===== config.mk =====
export PLATFORM = sky130hd
export DESIGN_NAME = gpio_bank_flat
export DESIGN_NICKNAME = d
export VERILOG_FILES = /design/src/rtl/gpio_bank_if.sv /design/src/rtl/gpio_bank.sv /design/src/flat_wrapper.sv
export SDC_FILE = /design/constraint.sdc
export NUM_CORES = 1
export LEC_CHECK = 0
export ABC_AREA = 0
export CAP_MARGIN = 20
export CORE_MARGIN = 2
export CORE_UTILIZATION = 43
export DETAILED_ROUTE_END_ITERATION = 8
export GPL_ROUTABILITY_DRIVEN = 0
export MAX_ROUTING_LAYER = met4
export PLACE_DENSITY = 0.64
export SYNTH_ARGS = -nofsm -noshare
export SYNTH_HDL_FRONTEND = slang
export SYNTH_SLANG_ARGS = --single-unit

===== constraint.sdc =====
create_clock -name clk -period 1.89 [get_ports clk]
set_input_delay 0.378 -clock clk [delete_from_list [all_inputs] [get_ports clk]]
set_output_delay 0.378 -clock clk [all_outputs]
set_load 0.05 [all_outputs]

===== src/rtl/gpio_bank_if.sv =====
// J1 I/O bus slice seen by one GPIO bank: decoded select, register index,
// read/write strobes and the 16-bit data paths.
interface gpio_bank_if;
    logic        cs;
    logic [3:0]  addr;
    logic        io_wr;
    logic        io_rd;
    logic [15:0] wd;
    logic [15:0] rd;

    modport master (output cs, output addr, output io_wr, output io_rd, output wd, input rd);
    modport slave  (input cs, input addr, input io_wr, input io_rd, input wd, output rd);
endinterface


===== src/rtl/gpio_bank.sv =====
// Parametrised GPIO bank: OUT/DIR with atomic set/clear/toggle, synchronised
// inputs, per-bit edge capture into W1C event flags and a level interrupt.
module gpio_bank #(
    parameter int               WIDTH       = 8,
    parameter int               SYNC_STAGES = 2,
    parameter logic [WIDTH-1:0] OUT_RESET   = {WIDTH{1'b0}},
    parameter logic [WIDTH-1:0] DIR_RESET   = {WIDTH{1'b0}}
) (
    input  logic             clk,
    input  logic             reset,
    gpio_bank_if.slave       bus,
    input  logic [WIDTH-1:0] pin_in,
    output logic [WIDTH-1:0] pin_out,
    output logic [WIDTH-1:0] pin_oe,
    output logic             irq
);

    localparam logic [3:0] A_OUT  = 4'd0;
    localparam logic [3:0] A_DIR  = 4'd1;
    localparam logic [3:0] A_SET  = 4'd2;
    localparam logic [3:0] A_CLR  = 4'd3;
    localparam logic [3:0] A_TGL  = 4'd4;
    localparam logic [3:0] A_IN   = 4'd5;
    localparam logic [3:0] A_EVT  = 4'd6;
    localparam logic [3:0] A_IEN  = 4'd7;
    localparam logic [3:0] A_RISE = 4'd8;
    localparam logic [3:0] A_FALL = 4'd9;
    localparam logic [2:0] PRIME_LAST = 3'(SYNC_STAGES);

    function automatic logic [15:0] zext(input logic [WIDTH-1:0] v);
        logic [15:0] r;
        r = 16'h0000;
        r[WIDTH-1:0] = v;
        return r;
    endfunction

    logic [WIDTH-1:0] out_r, dir_r, ien_r, rise_en_r, fall_en_r, evt_r, prev_r;
    logic [WIDTH-1:0] sync_r [SYNC_STAGES];
    logic [2:0]       prime_cnt_r;
    logic             primed_r;
    logic [15:0]      rd_r;
    logic             irq_r;

    logic             wr_sel_s, rd_sel_s, unused_wd_s;
    logic [WIDTH-1:0] wdw_s, in_s, evt_set_s, evt_clr_s;
    logic [15:0]      rd_mux_s;

    assign wr_sel_s    = bus.cs & bus.io_wr;
    assign rd_sel_s    = bus.cs & bus.io_rd;
    assign wdw_s       = bus.wd[WIDTH-1:0];
    assign unused_wd_s = ^bus.wd;
    assign in_s        = sync_r[SYNC_STAGES-1];

    assign pin_out = out_r;
    assign pin_oe  = dir_r;
    assign irq     = irq_r;
    assign bus.rd  = rd_r;

    // Edge events are masked until the synchroniser has flushed its reset zeros.
    always_comb begin
        evt_set_s = {WIDTH{1'b0}};
        if (primed_r) begin
            evt_set_s = (in_s & ~prev_r & rise_en_r) | (~in_s & prev_r & fall_en_r);
        end else begin
            evt_set_s = {WIDTH{1'b0}};
        end
    end

    // W1C mask for the event register
    always_comb begin
        evt_clr_s = {WIDTH{1'b0}};
        if (wr_sel_s && (bus.addr == A_EVT)) begin
            evt_clr_s = wdw_s;
        end else begin
            evt_clr_s = {WIDTH{1'b0}};
        end
    end

    // Read-data multiplexer
    always_comb begin
        rd_mux_s = 16'h0000;
        case (bus.addr)
            A_OUT, A_SET, A_CLR, A_TGL: rd_mux_s = zext(out_r);
            A_DIR:  rd_mux_s = zext(dir_r);
            A_IN:   rd_mux_s = zext(in_s);
            A_EVT:  rd_mux_s = zext(evt_r);
            A_IEN:  rd_mux_s = zext(ien_r);
            A_RISE: rd_mux_s = zext(rise_en_r);
            A_FALL: rd_mux_s = zext(fall_en_r);
            default: rd_mux_s = 16'h0000;
        endcase
    end

    // Control registers written from the bus
    always_ff @(posedge clk) begin
        if (reset) begin
            out_r     <= OUT_RESET;
            dir_r     <= DIR_RESET;
            ien_r     <= {WIDTH{1'b0}};
            rise_en_r <= {WIDTH{1'b0}};
            fall_en_r <= {WIDTH{1'b0}};
        end else if (wr_sel_s) begin
            case (bus.addr)
                A_OUT:  out_r     <= wdw_s;
                A_DIR:  dir_r     <= wdw_s;
                A_SET:  out_r     <= out_r | wdw_s;
                A_CLR:  out_r     <= out_r & ~wdw_s;
                A_TGL:  out_r     <= out_r ^ wdw_s;
                A_IEN:  ien_r     <= wdw_s;
                A_RISE: rise_en_r <= wdw_s;
                A_FALL: fall_en_r <= wdw_s;
                default: ;
            endcase
        end
    end

    // Synchroniser chain, edge history and priming counter
    always_ff @(posedge clk) begin
        if (reset) begin
            for (int i = 0; i < SYNC_STAGES; i++) sync_r[i] <= {WIDTH{1'b0}};
            prev_r      <= {WIDTH{1'b0}};
            prime_cnt_r <= 3'd0;
            primed_r    <= 1'b0;
        end else begin
            sync_r[0] <= pin_in;
            for (int i = 1; i < SYNC_STAGES; i++) sync_r[i] <= sync_r[i-1];
            prev_r <= in_s;
            if (!primed_r) begin
                if (prime_cnt_r == PRIME_LAST) primed_r <= 1'b1;
                else prime_cnt_r <= prime_cnt_r + 3'd1;
            end
        end
    end

    // Events (set beats clear), interrupt and read-data registers
    always_ff @(posedge clk) begin
        if (reset) begin
            evt_r <= {WIDTH{1'b0}};
            irq_r <= 1'b0;
            rd_r  <= 16'h0000;
        end else begin
            evt_r <= (evt_r & ~evt_clr_s) | evt_set_s;
            irq_r <= |(evt_r & ien_r);
            if (rd_sel_s) rd_r <= rd_mux_s;
        end
    end

endmodule


===== src/flat_wrapper.sv =====
// flat-port wrapper written by rule: the top's interface ports become plain ports
module gpio_bank_flat 
#(
    parameter int               WIDTH       = 8,
    parameter int               SYNC_STAGES = 2,
    parameter logic [WIDTH-1:0] OUT_RESET   = {WIDTH{1'b0}},
    parameter logic [WIDTH-1:0] DIR_RESET   = {WIDTH{1'b0}}
)
  (clk, reset, pin_in, pin_out, pin_oe, irq, bus_cs, bus_addr, bus_io_wr, bus_io_rd, bus_wd, bus_rd);
  gpio_bank_if bus_i ();
  input  logic clk;
  input  logic reset;
  input  logic [WIDTH-1:0] pin_in;
  output logic [WIDTH-1:0] pin_out;
  output logic [WIDTH-1:0] pin_oe;
  output logic irq;
  input wire logic [$bits(bus_i.cs)-1:0] bus_cs;
  input wire logic [$bits(bus_i.addr)-1:0] bus_addr;
  input wire logic [$bits(bus_i.io_wr)-1:0] bus_io_wr;
  input wire logic [$bits(bus_i.io_rd)-1:0] bus_io_rd;
  input wire logic [$bits(bus_i.wd)-1:0] bus_wd;
  output wire logic [$bits(bus_i.rd)-1:0] bus_rd;
  assign bus_i.cs = bus_cs;
  assign bus_i.addr = bus_addr;
  assign bus_i.io_wr = bus_io_wr;
  assign bus_i.io_rd = bus_io_rd;
  assign bus_i.wd = bus_wd;
  assign bus_rd = bus_i.rd;
  gpio_bank #(.WIDTH(WIDTH), .SYNC_STAGES(SYNC_STAGES), .OUT_RESET(OUT_RESET), .DIR_RESET(DIR_RESET)) u_core (.clk(clk), .reset(reset), .bus(bus_i), .pin_in(pin_in), .pin_out(pin_out), .pin_oe(pin_oe), .irq(irq));
endmodule

==> reports/metrics.csv <==
metric,value,unit
status,"finished, final reports clean",
critPathLaunchType,input pin,
final_cells,651,
port_buffers,49,
antenna_found_initial,0,
start_util,44.33,%
synthTopCellsByCount,"dfxtp_1 (85), nand2_1 (42), mux2i_1 (41), nor2_1 (39), nor2b_1 (28)",
synth_area_leaders,"dfxtp_1 (42%), mux2i_1 (10%), ha_1 (5.5%)",
n_antenna_cell,0,
slew_violations,0,
critPathKind,input pin to flop,
wl_met2,4834,um
final.min_clock_period,1737,ps
m1WireLength,4724,um
syn_area,4096,um^2
drtIter0Drc,169,
syn_inst,446,
multi_input_area,2156,um^2
yosysWarnings,0,
placed_cells,636,
synth.avg_cell_area,9.185,um^2
dp_hpwl,7610,um
route.met3.wl,424,um
netlist.area_leader.share,41.54,%
cp.required,2130,ps
die_y,101.6,um
synth_top_cell_by_area,dfxtp_1,
die_x,101.6,um
arrival,1970,ps
dp_slack,-216.7,ps
ant_nets,0,
fin_worst_skew,10.63,ps
clock-root-buffer,clkbuf_8,
die-area,10320,um^2
synth_fa_ha_area_share,5.498,%
worst_slack,152.6,ps
rows,35,
synth_edf_count,0,
grt_pass1_vias,3331,
synth_most_common_cell,dfxtp_1,
wirelength,10280,um
grt_max_degree,34,
leakagePower,0.002184,uW
finalNetCount,569,
synthMuxAreaShare,10.02,%
yosysSeqAreaShare,41.54,%
grt_setup_unrepaired,no,
dr.max_layer_used,met4,
finalSetupViolCount,0,
dr.pass1.iters,4,
cts_setup_buffers,0,
cp_max_fo,8,
maxSlewHeadroom,52.31,%
synth_top_family_by_area,simple AND/OR/NAND/NOR gates,
fin_total_pwr,3573,uW
grt-ovfl-total,0,
synthXorXnorAreaFrac,0.2138,%
clk_path_buf_depth,2,
synth_compound_area_share,16.00,%
hold_violations,0,
register_area,1702,um^2
io_pins,66,
fmax,0.5756,GHz
areaGrowthSynthToFinish,22.54,%
ir_worst_vdd,0.4469,mV
cts.sinks,85,
synth-async-reset-ratio,0,%
synthDistinctLibCells,42,
critPathCaptureType,flop,
drc,0,
ctsHtreeMaxLevel,3,
synth.ff_latch_count,85,
via_count,3458,
grt_pass1_wl,16540,um
fp.coreArea,9240,um^2
cts_tree,done,
gr-usage-all-layers,21.45,%
p_per_area,711.7,nW/um^2
viasPerCell,5.312,
drive_above_1_share,16.48,%
path_clk_slew,90,ps
detail_route.wl_per_cell,15.79,um
clkLatencyLatePin,360,ps
synth-simple-area-share,20.16,%
cap_violations,0,
max_slew.worst_pin.slew,715.4,ps
timing.final.crit_share,91.93,%
n_fill_cell,863,
ys_dominant_reg_cell,dfxtp_1,
holdCritPathClass,flop to flop,
cts_made_buffers,9,
-- layer usage --
| metal | vias to the layer above | global-route usage, % |
|---|---|---|
| met5 | - | - |
| met1 | 1643 | 27.54 |
| met3 | 20 | 2.692 |
| li1 | 1706 | - |
| met4 | 0 | 9.563 |
| met2 | 89 | 33.76 |
-- logic make-up (layout without fill, tap and decap cells) --
| group | after synthesis | in the layout |
|---|---|---|
| AOI/OAI and AO/OA | 95 | 95 |
| other | 1 | 8 |
| DFF | 85 | 85 |
| adders and majority gates | 18 | 18 |
| muxes | 41 | 41 |
| xor gates and xnor gates | 1 | 1 |
| and+or+nand+nor | 150 | 150 |
| buffers and inverters | 55 | 124 |
-- layout make-up --
type	instances	area share, %
multi-input combinational	313	42.95
sequential	85	33.90
timing repair buffer	89	15.03
tap	129	3.215
clock buffer	9	2.468
inverter	20	1.496
clock inverter	6	0.9472
-- path summary, 6_finish.rpt --
check | depth (start not counted) | end | start | slack (ps)
max | 5 | u_core.pin_oe[7] | bus_addr[1] | 150
min | 1 | u_core.sync_r[0][13] | u_core.sync_r[0][5] | 430
max reg2reg | 5 | u_core.prime_cnt_r[1] | u_core.prime_cnt_r[0] | 600
min reg2reg | 1 | u_core.sync_r[0][13] | u_core.sync_r[0][5] | 430
-- power breakdown --
group / internal [uW] / total (uW) / switching (uW) / leakage [uW]
sequential: 1850 / 1900 / 44.0 / 0.000690
combinational: 217 / 522 / 305 / 0.00141
clock: 481 / 1160 / 674 / 0.0000861
total: 2550 / 3570 / 1020 / 0.00218
-- flip-flops by register name (all words and copies together), names as in the netlist --
register,flops
u_core.pin_oe,8
u_core.prime_cnt_r,3
u_core.evt_r,8
u_core.sync_r,16
u_core.irq,1
u_core.pin_out,8
u_core.fall_en_r,8
u_core.primed_r,1
u_core.prev_r,8
u_core.ien_r,8
u_core.rise_en_r,8
u_core.bus.rd,8
-- through the flow --
stage	utilization (%)	hold WS, ps	setup TNS, ps	cell area, um^2
floorplan	-	413.8	0	4123
global placement	52.46	418.2	-7391	4847
detailed placement	52.46	421.8	-7880	4847
CTS	54.30	430.6	0	5017
global route	54.33	455.7	0	5020
finish	54.33	431.4	0	5020
-- cells in the final DEF (no fill, tap or decap), types with 2 or more instances in the layout --
cell type | Yosys | layout
a21oi_1 | 10 | 10
a22oi_1 | 12 | 12
a2bb2oi_1 | 7 | 7
a31oi_1 | 15 | 15
a32o_1 | 8 | 8
and3b_1 | 14 | 14
buf_12 | 0 | 2
buf_4 | 8 | 61
clkbuf_8 | 0 | 9
clkdlybuf4s50_1 | 0 | 23
clkinv_4 | 0 | 2
conb_1 | 1 | 8
dfxtp_1 | 85 | 85
ha_1 | 18 | 18
inv_1 | 19 | 19
inv_6 | 0 | 2
mux2i_1 | 41 | 41
nand2_1 | 42 | 42
nand3b_1 | 9 | 9
nand4_1 | 2 | 2
nor2_1 | 39 | 39
nor2b_1 | 28 | 28
nor3_1 | 2 | 2
nor3b_1 | 2 | 2
nor3b_2 | 2 | 2
nor4b_2 | 2 | 2
o21ai_0 | 25 | 25
o221ai_1 | 7 | 7
o2bb2ai_1 | 7 | 7
-- worst max-delay path, stage by stage --
cell	delay, ps
clkdlybuf4s50_1	520
nand2b_1	220
or4_4	610
mux2i_1	180
nor2_1	50
-- what timing repair did --
item                                    4_1_cts  5_1_grt
endpoints found under the setup margin        1        1
endpoints found under the hold margin         0        0
hold buffers                                  0        0
gates cloned                                  0        0
gates resized for setup                       1        1
(Power assumes the default switching activity.)
